### src/rtl/mips_pkg.sv
// Shared writeback-stage encodings for the MIPS core: result-source selects,
// load opcodes and the DW-dependent lane-offset width.
package mips_pkg;

   localparam logic [1:0] WB_SEL_ALU  = 2'd0;
   localparam logic [1:0] WB_SEL_MEM  = 2'd1;
   localparam logic [1:0] WB_SEL_PC8  = 2'd2;
   localparam logic [1:0] WB_SEL_NONE = 2'd3;

   localparam logic [2:0] LDOP_LW  = 3'd0;
   localparam logic [2:0] LDOP_LH  = 3'd1;
   localparam logic [2:0] LDOP_LHU = 3'd2;
   localparam logic [2:0] LDOP_LB  = 3'd3;
   localparam logic [2:0] LDOP_LBU = 3'd4;
   localparam logic [2:0] LDOP_LWU = 3'd5;
   localparam logic [2:0] LDOP_LD  = 3'd6;

   // Number of address bits that pick a byte lane inside one DW-wide memory word.
   function automatic int laneOffW(input int dw);
      return $clog2(dw / 8);
   endfunction

endpackage

### src/rtl/load_ext.sv
// Load lane selection and sign/zero extension for the writeback stage.
// Misaligned accesses fall back to the aligned-down lane and raise misalign_o.
module load_ext
   import mips_pkg::*;
#(
   parameter int DW = 32
) (
   input  logic [2:0]                ldop_i,
   input  logic [laneOffW(DW)-1:0]   off_i,
   input  logic [DW-1:0]             memrd_i,
   output logic [DW-1:0]             data_o,
   output logic                      misalign_o
);

   localparam int  OFFW = laneOffW(DW);
   localparam bit  WIDE = (DW == 64);

   logic [OFFW-1:0] offH;
   logic [OFFW-1:0] offW;
   logic [7:0]      byteVal;
   logic [15:0]     halfVal;
   logic [31:0]     wordVal;

   always_comb begin
      offH    = off_i & ~OFFW'(1);
      offW    = off_i & ~OFFW'(3);
      byteVal = memrd_i[{off_i, 3'b000} +: 8];
      halfVal = memrd_i[{offH, 3'b000} +: 16];
      wordVal = memrd_i[{offW, 3'b000} +: 32];
   end

   // LWU and LD only exist on a 64-bit datapath; on 32 bits they behave as LW.
   always_comb begin
      data_o     = memrd_i;
      misalign_o = 1'b0;
      case (ldop_i)
         LDOP_LB:  data_o = DW'($signed(byteVal));
         LDOP_LBU: data_o = DW'(byteVal);
         LDOP_LH: begin
            data_o     = DW'($signed(halfVal));
            misalign_o = off_i[0];
         end
         LDOP_LHU: begin
            data_o     = DW'(halfVal);
            misalign_o = off_i[0];
         end
         LDOP_LW: begin
            data_o     = DW'($signed(wordVal));
            misalign_o = (off_i[1:0] != 2'b00);
         end
         LDOP_LWU: begin
            data_o     = WIDE ? DW'(wordVal) : DW'($signed(wordVal));
            misalign_o = (off_i[1:0] != 2'b00);
         end
         LDOP_LD: begin
            data_o     = WIDE ? memrd_i : DW'($signed(wordVal));
            misalign_o = WIDE ? (off_i != '0) : (off_i[1:0] != 2'b00);
         end
         default: data_o = memrd_i;
      endcase
   end

endmodule

### src/rtl/wb_stage_arb.sv
// Registered writeback stage: one-entry stage register, multiply/divide result
// FIFO, and arbitration of the single register-file write port between them.
module wb_stage_arb
   import mips_pkg::*;
#(
   parameter int DW        = 32,
   parameter int RF_AW     = 5,
   parameter int MDQ_DEPTH = 4
) (
   input  logic             clk,
   input  logic             reset,
   input  logic             flush,
   input  logic             in_valid,
   output logic             in_ready,
   input  logic [31:0]      in_pc,
   input  logic [RF_AW-1:0] in_wa,
   input  logic [1:0]       in_sel,
   input  logic [2:0]       in_ldop,
   input  logic [DW-1:0]    in_alu,
   input  logic [DW-1:0]    in_memrd,
   input  logic             md_valid,
   output logic             md_ready,
   input  logic [RF_AW-1:0] md_wa,
   input  logic [DW-1:0]    md_data,
   output logic             rf_we,
   output logic [RF_AW-1:0] rf_wa,
   output logic [DW-1:0]    rf_wd,
   output logic [31:0]      wb_pc,
   output logic             ld_misalign,
   output logic [31:0]      retire_cnt
);

   localparam int OFFW = laneOffW(DW);
   localparam int QAW  = $clog2(MDQ_DEPTH);
   localparam int CW   = QAW + 1;

   logic             stageValid_q, stageValid_d;
   logic [31:0]      stagePc_q,    stagePc_d;
   logic [RF_AW-1:0] stageWa_q,    stageWa_d;
   logic             stageWe_q,    stageWe_d;
   logic [DW-1:0]    stageWd_q,    stageWd_d;
   logic             stageMis_q,   stageMis_d;
   logic [31:0]      retireCnt_q,  retireCnt_d;

   logic [RF_AW-1:0] qWa_q   [MDQ_DEPTH];
   logic [DW-1:0]    qData_q [MDQ_DEPTH];
   logic [QAW-1:0]   rdPtr_q, rdPtr_d;
   logic [QAW-1:0]   wrPtr_q, wrPtr_d;
   logic [CW-1:0]    count_q, count_d;

   logic [DW-1:0]    ldData;
   logic             ldMis;
   logic [DW-1:0]    entryWd;
   logic             entryWe;
   logic             entryMis;
   logic             stageLive;
   logic             qEmpty;
   logic             qFull;
   logic             retire;
   logic             grantQ;
   logic             accept;
   logic             push;

   load_ext #(.DW(DW)) u_load_ext (
      .ldop_i     (in_ldop),
      .off_i      (in_alu[OFFW-1:0]),
      .memrd_i    (in_memrd),
      .data_o     (ldData),
      .misalign_o (ldMis)
   );

   always_comb begin
      entryWe  = (in_sel != WB_SEL_NONE) && (in_wa != '0);
      entryWd  = '0;
      entryMis = 1'b0;
      case (in_sel)
         WB_SEL_ALU: entryWd = in_alu;
         WB_SEL_MEM: begin
            entryWd  = ldData;
            entryMis = ldMis;
         end
         WB_SEL_PC8: entryWd = DW'(in_pc + 32'd8);
         default:    entryWd = '0;
      endcase
   end

   // A flushed entry is treated as already gone, so it neither writes nor retires.
   always_comb begin
      stageLive = stageValid_q && !flush;
      qEmpty    = (count_q == '0);
      qFull     = (count_q == CW'(MDQ_DEPTH));
      retire    = stageLive && !qFull;
      grantQ    = !qEmpty && (qFull || !stageLive);
      in_ready  = !stageValid_q || retire;
      md_ready  = !qFull;
      accept    = in_valid && in_ready && !flush;
      push      = md_valid && md_ready;
   end

   always_comb begin
      stageValid_d = stageValid_q;
      stagePc_d    = stagePc_q;
      stageWa_d    = stageWa_q;
      stageWe_d    = stageWe_q;
      stageWd_d    = stageWd_q;
      stageMis_d   = stageMis_q;
      if (accept) begin
         stageValid_d = 1'b1;
         stagePc_d    = in_pc;
         stageWa_d    = in_wa;
         stageWe_d    = entryWe;
         stageWd_d    = entryWd;
         stageMis_d   = entryMis;
      end else if (retire || flush) begin
         stageValid_d = 1'b0;
      end
      retireCnt_d = retireCnt_q + 32'(retire);
   end

   always_comb begin
      wrPtr_d = push   ? wrPtr_q + QAW'(1) : wrPtr_q;
      rdPtr_d = grantQ ? rdPtr_q + QAW'(1) : rdPtr_q;
      count_d = count_q + CW'(push) - CW'(grantQ);
   end

   always_comb begin
      rf_we       = 1'b0;
      rf_wa       = '0;
      rf_wd       = '0;
      wb_pc       = '0;
      ld_misalign = 1'b0;
      if (retire) begin
         rf_we       = stageWe_q;
         rf_wa       = stageWe_q ? stageWa_q : '0;
         rf_wd       = stageWe_q ? stageWd_q : '0;
         wb_pc       = stagePc_q;
         ld_misalign = stageMis_q;
      end else if (grantQ && (qWa_q[rdPtr_q] != '0)) begin
         rf_we = 1'b1;
         rf_wa = qWa_q[rdPtr_q];
         rf_wd = qData_q[rdPtr_q];
      end
   end

   assign retire_cnt = retireCnt_q;

   always_ff @(posedge clk or negedge reset) begin
      if (!reset) begin
         stageValid_q <= 1'b0;
         stagePc_q    <= '0;
         stageWa_q    <= '0;
         stageWe_q    <= 1'b0;
         stageWd_q    <= '0;
         stageMis_q   <= 1'b0;
         retireCnt_q  <= '0;
         rdPtr_q      <= '0;
         wrPtr_q      <= '0;
         count_q      <= '0;
      end else begin
         stageValid_q <= stageValid_d;
         stagePc_q    <= stagePc_d;
         stageWa_q    <= stageWa_d;
         stageWe_q    <= stageWe_d;
         stageWd_q    <= stageWd_d;
         stageMis_q   <= stageMis_d;
         retireCnt_q  <= retireCnt_d;
         rdPtr_q      <= rdPtr_d;
         wrPtr_q      <= wrPtr_d;
         count_q      <= count_d;
      end
   end

   // Queue storage needs no reset: occupancy is tracked by count_q alone.
   always_ff @(posedge clk) begin
      if (push) begin
         qWa_q[wrPtr_q]   <= md_wa;
         qData_q[wrPtr_q] <= md_data;
      end
   end

endmodule

### config.mk
export PLATFORM = sky130hd
export DESIGN_NAME = wb_stage_arb
export DESIGN_NICKNAME = d
export VERILOG_FILES = /design/src/rtl/mips_pkg.sv /design/src/rtl/load_ext.sv /design/src/rtl/wb_stage_arb.sv
export SDC_FILE = /design/constraint.sdc
export NUM_CORES = 1
export LEC_CHECK = 0
export BUFFER_PORTS_ARGS = -buffer_cell sky130_fd_sc_hd__buf_2
export CORE_ASPECT_RATIO = 1.4
export CORE_MARGIN = 2
export CORE_UTILIZATION = 48
export DETAILED_ROUTE_END_ITERATION = 12
export PLACE_DENSITY = 0.79
export SLEW_MARGIN = 20
export SYNTH_ARGS = -nofsm -noshare
export SYNTH_HDL_FRONTEND = slang
export SYNTH_HIERARCHICAL = 1
export SYNTH_SLANG_ARGS = --single-unit
### constraint.sdc
create_clock -name clk -period 4.55 [get_ports clk]
set_input_delay 0.455 -clock clk [delete_from_list [all_inputs] [get_ports clk]]
set_output_delay 0.455 -clock clk [all_outputs]
set_load 0.01 [all_outputs]
# After elaboration in Yosys (flattened, before gate mapping)
# Memory sizes are Yosys's and may differ from the RTL's.
# Index checks and enable logic that the tools add are counted.
# word_totals
word_cells	73
n_memories	2
out_inout_bits	105
inputBits	148
reg_bits	111
mem_bits_rw	148
# memory_table
name	words	width	rd	rd_clocked_by_memory_dff	wr	line	text
qData_q	4	32	1	0	1	wb_stage_arb.sv:46	logic [DW-1:0] qData_q [MDQ_DEPTH];
qWa_q	4	5	1	0	1	wb_stage_arb.sv:45	logic [RF_AW-1:0] qWa_q [MDQ_DEPTH];
# op_classes
n_mux	18
reduce_logical	25
eq_ne	10
shift	2
add_sub_neg	6
# ops
op	n
32-bit two-way mux	4
32-bit one-hot mux with 4 select lines	1
32-bit one-hot mux with 3 select lines	1
32-bit by 1-bit adder with 32-bit output	1
32-bit by 4-bit adder with 32-bit output (second input constant)	1
32-bit by 6-bit variable part select with 16-bit output	1
32-bit by 6-bit variable part select with 8-bit output	1
5-bit two-way mux	3
3-bit == test (second input constant)	4
5-bit nonzero test	2
1-bit logical AND	8
1-bit two-way mux	8
3-bit by 2-bit == test with 1-bit output (second input constant)	2
3-bit zero test	2
1-bit zero test	5
2-bit by 1-bit adder with 2-bit output (second input constant)	2
2-bit nonzero test	2
3-bit by 1-bit adder with 3-bit output	1
3-bit by 1-bit == test with 1-bit output (second input constant)	1
1-bit logical OR	3
3-bit OR reduction	1
3-bit by 1-bit subtractor with 3-bit output	1
2-bit by 1-bit == test with 1-bit output (second input constant)	1
2-bit == test (second input constant)	1
other kinds (4)	4

# Depth between registers and ports, before layout
# Gate-level depths: netlist of run 1.
# depth
word_depth	8
mapped_depth	10
depth_no_buf	10

# Hierarchy
# The synthesis of run 1 kept the hierarchy.
# by_module_without_submodules
mod	area_each_um2	seq_area_each_um2	cells_per_inst	n_inst
wb_stage_arb	11792.6	7221.9	900	1
load_ext	938.4	0.0	127	1

# Worst setup path before layout of run 1
# Ideal clock, no wire load.
# synth_path
kind	input to register
startpoint	input flush
endpoint	register retireCnt_q[26] (netlist: retire_cnt[26])
t_required_ns	4.424
setup_time_ns	0.126
n_path_buf	1
path_stages	9
setup_slack_ns	1.844
t_arrival_ns	2.580
cell_sequence	nand2b_1 > a21oi_1 > clkbuf_1 > ha_1 > ha_1 > nand2_1 > nor4_1 > nand4_1 > xnor2_1
# synth_via
elab_chain_len	4
# synth_lines
element	line	text
from (decl)	wb_stage_arb.sv:12	input logic flush,
1-bit zero test	wb_stage_arb.sv:89	stageLive = stageValid_q && !flush;
1-bit logical AND	wb_stage_arb.sv:89	
1-bit logical AND	wb_stage_arb.sv:92	retire = stageLive && !qFull;
32-bit by 1-bit adder with 32-bit output	wb_stage_arb.sv:117	retireCnt_d = retireCnt_q + 32'(retire);
named net retireCnt_d[26]	wb_stage_arb.sv:43	logic [31:0] retireCnt_q, retireCnt_d;
to (signal assigned)	wb_stage_arb.sv:166	retireCnt_q <= retireCnt_d;
to (decl)	wb_stage_arb.sv:43	
# The timed path passes the listed nets, and every way through them passes these cells.
# A chain may end at the register's enable or synchronous reset.

# Worst setup path after layout of run 1
# layout_path
startpoint	register rdPtr_q[0]
endpoint	output rf_wd[30]
# layout_via
elab_chain_len	5
elab_cells_between_ends	6
cone_classes	mux: 2; reduce/logical: 2; memory: 2
# layout_lines
element	line	text
from (decl)	wb_stage_arb.sv:47	logic [QAW-1:0] rdPtr_q, rdPtr_d;
from (signal assigned)	wb_stage_arb.sv:167	rdPtr_q <= rdPtr_d;
memory read 4 x 5 bit	--	
5-bit nonzero test	wb_stage_arb.sv:138	end else if (grantQ && (qWa_q[rdPtr_q] != '0)) begin
1-bit logical AND	wb_stage_arb.sv:138	
32-bit two-way mux *	wb_stage_arb.sv:138	
32-bit two-way mux *	wb_stage_arb.sv:132	if (retire) begin
to (decl)	wb_stage_arb.sv:27	output logic [DW-1:0] rf_wd,
# Mark *: on every way between the ends. The rest lies on a longest branch, timed or not.

==> impl_metrics.yaml, run 1 <==
worst_setup_path:
  ff2ff_setup_slack_ns: 1.87
  cp.required_ns: 4.09
  slowest_stage: "dfrtp_2"
  worstPathArrival_ns: 3.05
  worst_setup_path_end_kind: "output port"
  slowest_delay_ns: 0.73
  crit_path_max_fanout: 30
  criticalPathCategory: "reg2out"
  start_kind: "flop"
  crit_chain: "mux4_1 > nor4_2 > a21oi_2 > buf_4 > a22o_1 > buf_2"
sta:
  hold_viol: 18
  fin_tns_setup_ns: 0
  worst_slew_pin_slew_ns: 0.962
  slew_headroom_pct: 35.9
  drv_slew: 0
  setup_viol: 0
  fin_skew_ns: 0.0140
  post-route-period-util_pct: 77.0
  period_needed_ns: 3.50
  whs_ns: -0.0180
  clock.fmax_ghz: 0.286
  rsz0062_at_grt: "no"
yosys:
  ys_seq_area_share_pct: 56.7
  yosysTopAreaCell: "edfxtp_1"
  postSynthNetCount: 1185
  netlist.area_leader.share_pct: 34.9
  synth_top_family_by_area: "simple AND/OR/NAND/NOR gates"
  synth_edf_count: 148
  synthSimpleGateAreaFrac_pct: 15.2
  synth_cell_types: 63
  synthMuxAreaShare_pct: 11.5
  synth_area_mm2: 0.0127
  synth_warnings: 6
  syn_avg_cell_area_um2: 12.4
  async_reset_ff_share_pct: 42.9
  synth_fa_ha_area_share_pct: 1.12
  synthTopCellsByCount: "nand2_1 (151), edfxtp_1 (148), dfrtp_1 (111), mux2i_1 (49), nand3_1 (42)"
  synth_area_leaders: "edfxtp_1 (35%), dfrtp_1 (22%), mux4_2 (6.2%)"
  synth_compound_area_share_pct: 9.15
  synth_cells: 1027
  synth_xor_area_share_pct: 3.37
  post-synth-top-count-cell: "nand2_1"
  synth_seq_cells: 259
  ys.flop_type: "edfxtp_1"
floorplanning:
  io_pins: 253
  die_h_um: 197
  start_util_pct: 48.8
  core.rowCount: 70
  die-area_mm2: 0.0279
  dieWidth_um: 142
  core_mm2: 0.0261
route:
  first_pass_iters: 5
  via_count: 9564
  drt_wl_total_mm: 36.9
  drc_errors: 0
  post_drt_via_cell_ratio: 5.96
  routedWlPerCell_um: 23.0
  postRouteAntennaNets: 0
  drtIter0Drc: 820
global_route:
  grt_max_degree: 76
  antenna_found_initial: 4
  overflow: 0
  grt_pass1_wl_mm: 54.7
  grt_use_total_pct: 25.8
  grt_pass1_vias: 9290
cells_and_area:
  stdcell_area_mm2: 0.0150
  fin_cells: 1605
  drive_gt1_share_pct: 28.7
  final_nets: 1418
  area_delta_synth_final_pct: 18.1
clock_network:
  cts_buffers: 25
  cts.clk_slew.worst_paths_ns: 0.07
  cts_setup_buffers: 0
  htree_levels: 1
  cts_hold_buf: 0
  cts_root_buf: "clkbuf_16"
  clock_sinks: 259
  cts_tree: "done"
  cts_max_path_buffers: 3
  clk_latency_ns: 0.52
  cts_resized: 0
power_and_ir_drop:
  p_leak_uw: 0.00658
  power_density_mw_per_mm2: 499
  intPower_uw: 5140
  combPwrFrac_pct: 30.3
  netSwitchingFraction_pct: 31.5
  switchingPower_uw: 2370
  power_frac_clock_pct: 26.7
  power_frac_seq_pct: 42.9
  ir_worst_vdd_mv: 0.376
placement:
  dp_cells: 1557
  hpwl_mm: 27.0
  place.gp.congestion: 0.912
  place_area_mm2: 0.0142
  port_buffers: 252
outcome:
  violations: "hold timing"
  status: "finished with violations"
hold_path:
  min_path_type: "in2async"
flow_run:
  maxCapViolations: 0
==> per-stage QoR <==
stage | worst slack [ns] | utilization, % | total power (uW) | hold slack, ns
6_report | 1.05 | 57.6 | 7500 | -0.0180
5_1_grt | 0.912 | 57.6 | 7850 | 0.0209
4_1_cts | 1.03 | 57.5 | 7570 | 0.127
3_5_place_dp | 1.61 | 54.5 | 5550 | 0.454
3_3_place_gp | 1.65 | 54.5 | 5490 | 0.449
2_1_floorplan | 1.84 | - | 4690 | 0.159
==> state kept, by name, indices dropped and copies added (netlist names) <==
| signal | flops |
|---|---|
| stagePc_q | 32 |
| stageWa_q | 5 |
| wrPtr_q | 2 |
| qData_q | 128 |
| retire_cnt | 32 |
| qWa_q | 20 |
| stageValid_q | 1 |
| stageMis_q | 1 |
| stageWd_q | 32 |
| stageWe_q | 1 |
| rdPtr_q | 2 |
| count_q | 3 |
==> layout by cell type (no fill, tap or decap), types with 7 or more instances in the layout <==
cell type	count
a21o_1	16
a21oi_1	10
a221o_1	8
a22o_1	37
and2_1	35
and3_1	15
buf_2	251
buf_4	15
clkbuf_16	25
dfrtp_1	110
edfxtp_1	148
ha_1	9
inv_1	18
mux2_2	10
mux2i_1	49
mux4_2	35
nand2_1	151
nand2b_1	9
nand3_1	42
nand4_1	21
nor2_1	40
nor3_1	22
o211a_1	7
o211ai_1	14
o21ai_0	21
o221ai_1	7
or4_1	8
xnor2_1	34
xor2_1	14
==> cell type report <==
class                   instances  area [um^2]
multi-input cells             689         5160
diodes                          4         10.0
inverters                      18         67.6
clock buffers                  28          647
flip-flops and latches        259         7220
fillers                      2156        11100
well taps                     324          405
repair buffers                267         1380
clock inverters                16          139
==> routing by layer <==
metal  global-route usage, %  share of wire [%]  wire, um
met5                       0              0.073        27
met4                    11.0                4.6      1700
met3                    4.37                7.7      2830
met2                    44.2                 50     18500
met1                    32.3                 38     13900
==> power by group through the flow <==
stage	sequential [uW]	combinational [uW]	clock [uW]
final	3220	2270	2010
after global routing	3260	2460	2130
after CTS	3220	2300	2050
after detailed placement	3260	2280	0
after global placement	3240	2250	0
after floorplan	3140	1560	0
==> worst max-delay path: cells and delay by family, from the launching register on <==
family | cells | cell delay (ns)
mux | 1 | 0.67
buf+inv | 2 | 0.40
flops | 1 | 0.73
compound gates | 2 | 0.37
simple gates | 1 | 0.33
==> final timing paths <==
check / endpoint / from / cells after the start
worst min-delay path: stagePc_q[19]$_DFFE_PN0P_ / reset / 1
worst min register to register: stagePc_q[26]$_DFFE_PN0P_ / stagePc_q[26]$_DFFE_PN0P_ / 2
max in group asynchronous: stagePc_q[12]$_DFFE_PN0P_ / reset / 2
min in group clk: stageWa_q[0]$_DFFE_PN0P_ / in_wa[0] / 3
worst max-delay path: rf_wd[30] / rdPtr_q[0]$_DFFE_PN0N_ / 6
worst max register to register: stageWd_q[12]$_DFFE_PN0P_ / count_q[1]$_DFF_PN0_ / 5
==> cell families after synthesis <==
group | count (synthesis)
compound gates | 150
flops | 259
buf+inv | 79
mux | 97
xor+xnor | 49
simple gates | 382
fa+ha+maj | 11
(Power assumes the default switching activity.)
==> run 2, diff against run 1 <==
- clock period: 4.55 -> 3.3 ns (I/O delays scaled with it)
==> run 2 against run 1 <==
  * The run now ends clean
  * Via count is 1.5% higher
  * Worst hold slack better by 0.037 ns
  * Sequential share of layout area is 1.2 points lower
  * Sequential power is 37% higher
  * Largest power group unchanged
  * Highest routed layer unchanged
==> impl_metrics.yaml, run 2 (same netlist as run 1, synthesis figures left out) <==
worst_setup_path:
  rr_worst_depth: 10
  cp.required_ns: 2.97
  criticalPathCategory: "reg2out"
  worstPathArrival_ns: 2.79
  regToRegStartpoint: "count_q[1]$_DFF_PN0_"
  crit_path_max_fanout: 26
  r2r_end: "count_q[2]$_DFF_PN0_"
  ff2ff_setup_slack_ns: 0.60
  start_kind: "flop"
  worst_setup_path_end_kind: "output port"
route:
  post_drt_via_cell_ratio: 5.92
  dr.max_layer_used: "met5"
  routedWlPerCell_um: 22.5
  wl_met3_mm: 2.23
  drt_wl_total_mm: 36.8
  postRouteAntennaNets: 0
  via_count: 9708
  first_pass_iters: 5
  m1WireLength_mm: 14.1
  drtIter0Drc: 557
  drc_errors: 0
  wl_met2_mm: 18.7
power_and_ir_drop:
  ir_worst_vdd_mv: 0.586
  p_leak_uw: 0.00676
  power_frac_seq_pct: 41.8
  power_density_mw_per_mm2: 685
  combPwrFrac_pct: 30.5
  power_frac_clock_pct: 27.7
  total_power_uw: 10600
  switchingPower_uw: 3300
  netSwitchingFraction_pct: 31.3
  intPower_uw: 7260
clock_network:
  clk_latency_ns: 0.54
  clock_sinks: 259
  cts_tree: "done"
  cts_max_path_buffers: 3
  htree_levels: 1
  cts_resized: 0
  cts_root_buf: "clkbuf_16"
  cts.clk_slew.worst_paths_ns: 0.06
  cts_buffers: 25
placement:
  port_buffers: 252
  hpwl_mm: 27.0
  place.gp.congestion: 0.977
cells_and_area:
  final_common_cell: "buf_2"
  top_register: "qData_q"
  fill_cells: 2124
  drive_gt1_share_pct: 28.5
  largest_reg_flops: 128
  final_nets: 1454
  final_cell_mix: "buf_2 (251), nand2_1 (151), edfxtp_1 (148)"
  area_delta_synth_final_pct: 21.1
flow_run:
  maxCapViolations: 0
sta:
  hold_viol: 0
  post-route-period-util_pct: 94.4
  worst_slew_pin_slew_ns: 0.974
  period_needed_ns: 3.12
  clock.fmax_ghz: 0.321
  whs_ns: 0.0189
  setup_viol: 0
  slew_headroom_pct: 35.1
  fin_skew_ns: 0.0162
  rsz0062_at_grt: "no"
  fin_tns_setup_ns: 0
  drv_slew: 0
floorplanning:
  core.rowCount: 70
  core_mm2: 0.0261
  die_h_um: 197
  dieWidth_um: 142
  start_util_pct: 48.8
  die-area_mm2: 0.0279
  io_pins: 253
global_route:
  overflow: 0
  grt_pass1_vias: 9526
  grt_use_total_pct: 25.6
  grt_max_degree: 53
  antenna_found_initial: 5
  grt_pass1_wl_mm: 54.6
hold_path:
  min_path_cells: 1
  hold_end: "qData_q[0][20]$_DFFE_PP_"
  min_path_type: "in2reg"
  min-delay-start: "md_data[20]"
outcome:
  status: "finished, final reports clean"
[run 2: cell types whose count changed in the layout (fill, tap and decap cells not counted), moves of 2 or more]
cell / change
clkinv_2: -3
inv_6: +2
buf_4: +8
dlygate4sd3_1: +28
bufinv_16: +2
diode_2: -2
[run 2: worst max-delay path, cell delays in order (launching register included)]
cell and delay [ns]:
dfrtp_2 0.46, mux4_1 0.63, nor4_2 0.36, a21oi_2 0.18, buf_4 0.26, a22o_1 0.24, buf_2 0.14
[run 2: power groups by stage]
stage,sequential [uW],combinational (uW),clock [uW]
2_1_floorplan,4330,2140,0
3_3_place_gp,4460,3120,0
3_5_place_dp,4490,3180,0
4_1_cts,4430,3230,2990
5_1_grt,4470,3460,3110
6_report,4420,3220,2930
[run 2: what timing repair did]
action                                 in CTS  in global routing
setup endpoints to repair                   0                  3
buffers inserted                            0                  2
hold buffers                               28                  0
endpoints found under the hold margin     149                  0
[run 2: through the flow]
step	setup WS [ns]	util [%]	instance area, um^2	cells
global placement	0.683	54.7	14300	1563
CTS	0.0875	59.0	15400	1636
detailed placement	0.629	54.7	14300	1563
finish	0.183	59.1	15400	1640
floorplan	0.676	-	12700	1027
global route	0.0675	59.1	15400	1639
[run 2: how the worst max path moves through the flow]
stage / from / endpoint / slack [ns] / depth (start not counted)
after floorplan: count_q[1]$_DFF_PN0_ / retire_cnt[26]$_DFF_PN0_ / 0.68 / 9
after global placement: in_alu[1] / stageWd_q[31]$_DFFE_PN0P_ / 0.68 / 8
after detailed placement: in_alu[1] / stageWd_q[31]$_DFFE_PN0P_ / 0.63 / 8
after CTS: rdPtr_q[0]$_DFFE_PN0N_ / rf_wd[30] / 0.09 / 6
after global routing: rdPtr_q[0]$_DFFE_PN0N_ / rf_wd[30] / 0.07 / 6
final: rdPtr_q[0]$_DFFE_PN0N_ / rf_wd[30] / 0.18 / 6
[run 2: metal layers]
metal  GRT usage [%]  vias to the layer above
met5               0                        -
met4            11.4                        6
met3            4.15                       99
met2            44.4                      398
met1            31.5                     4812
li1                -                     4393
[run 2: area by class of cell]
type / count / area (um^2) / share of cell area (%)
diodes: 2 / 5.00 / 0.0325
clock buffers: 28 / 637 / 4.13
clock inverters: 17 / 198 / 1.28
inverters: 18 / 67.6 / 0.438
multi-input cells: 689 / 5150 / 33.4
flip-flops and latches: 259 / 7220 / 46.8
well taps: 324 / 405 / 2.63
repair buffers: 303 / 1730 / 11.2
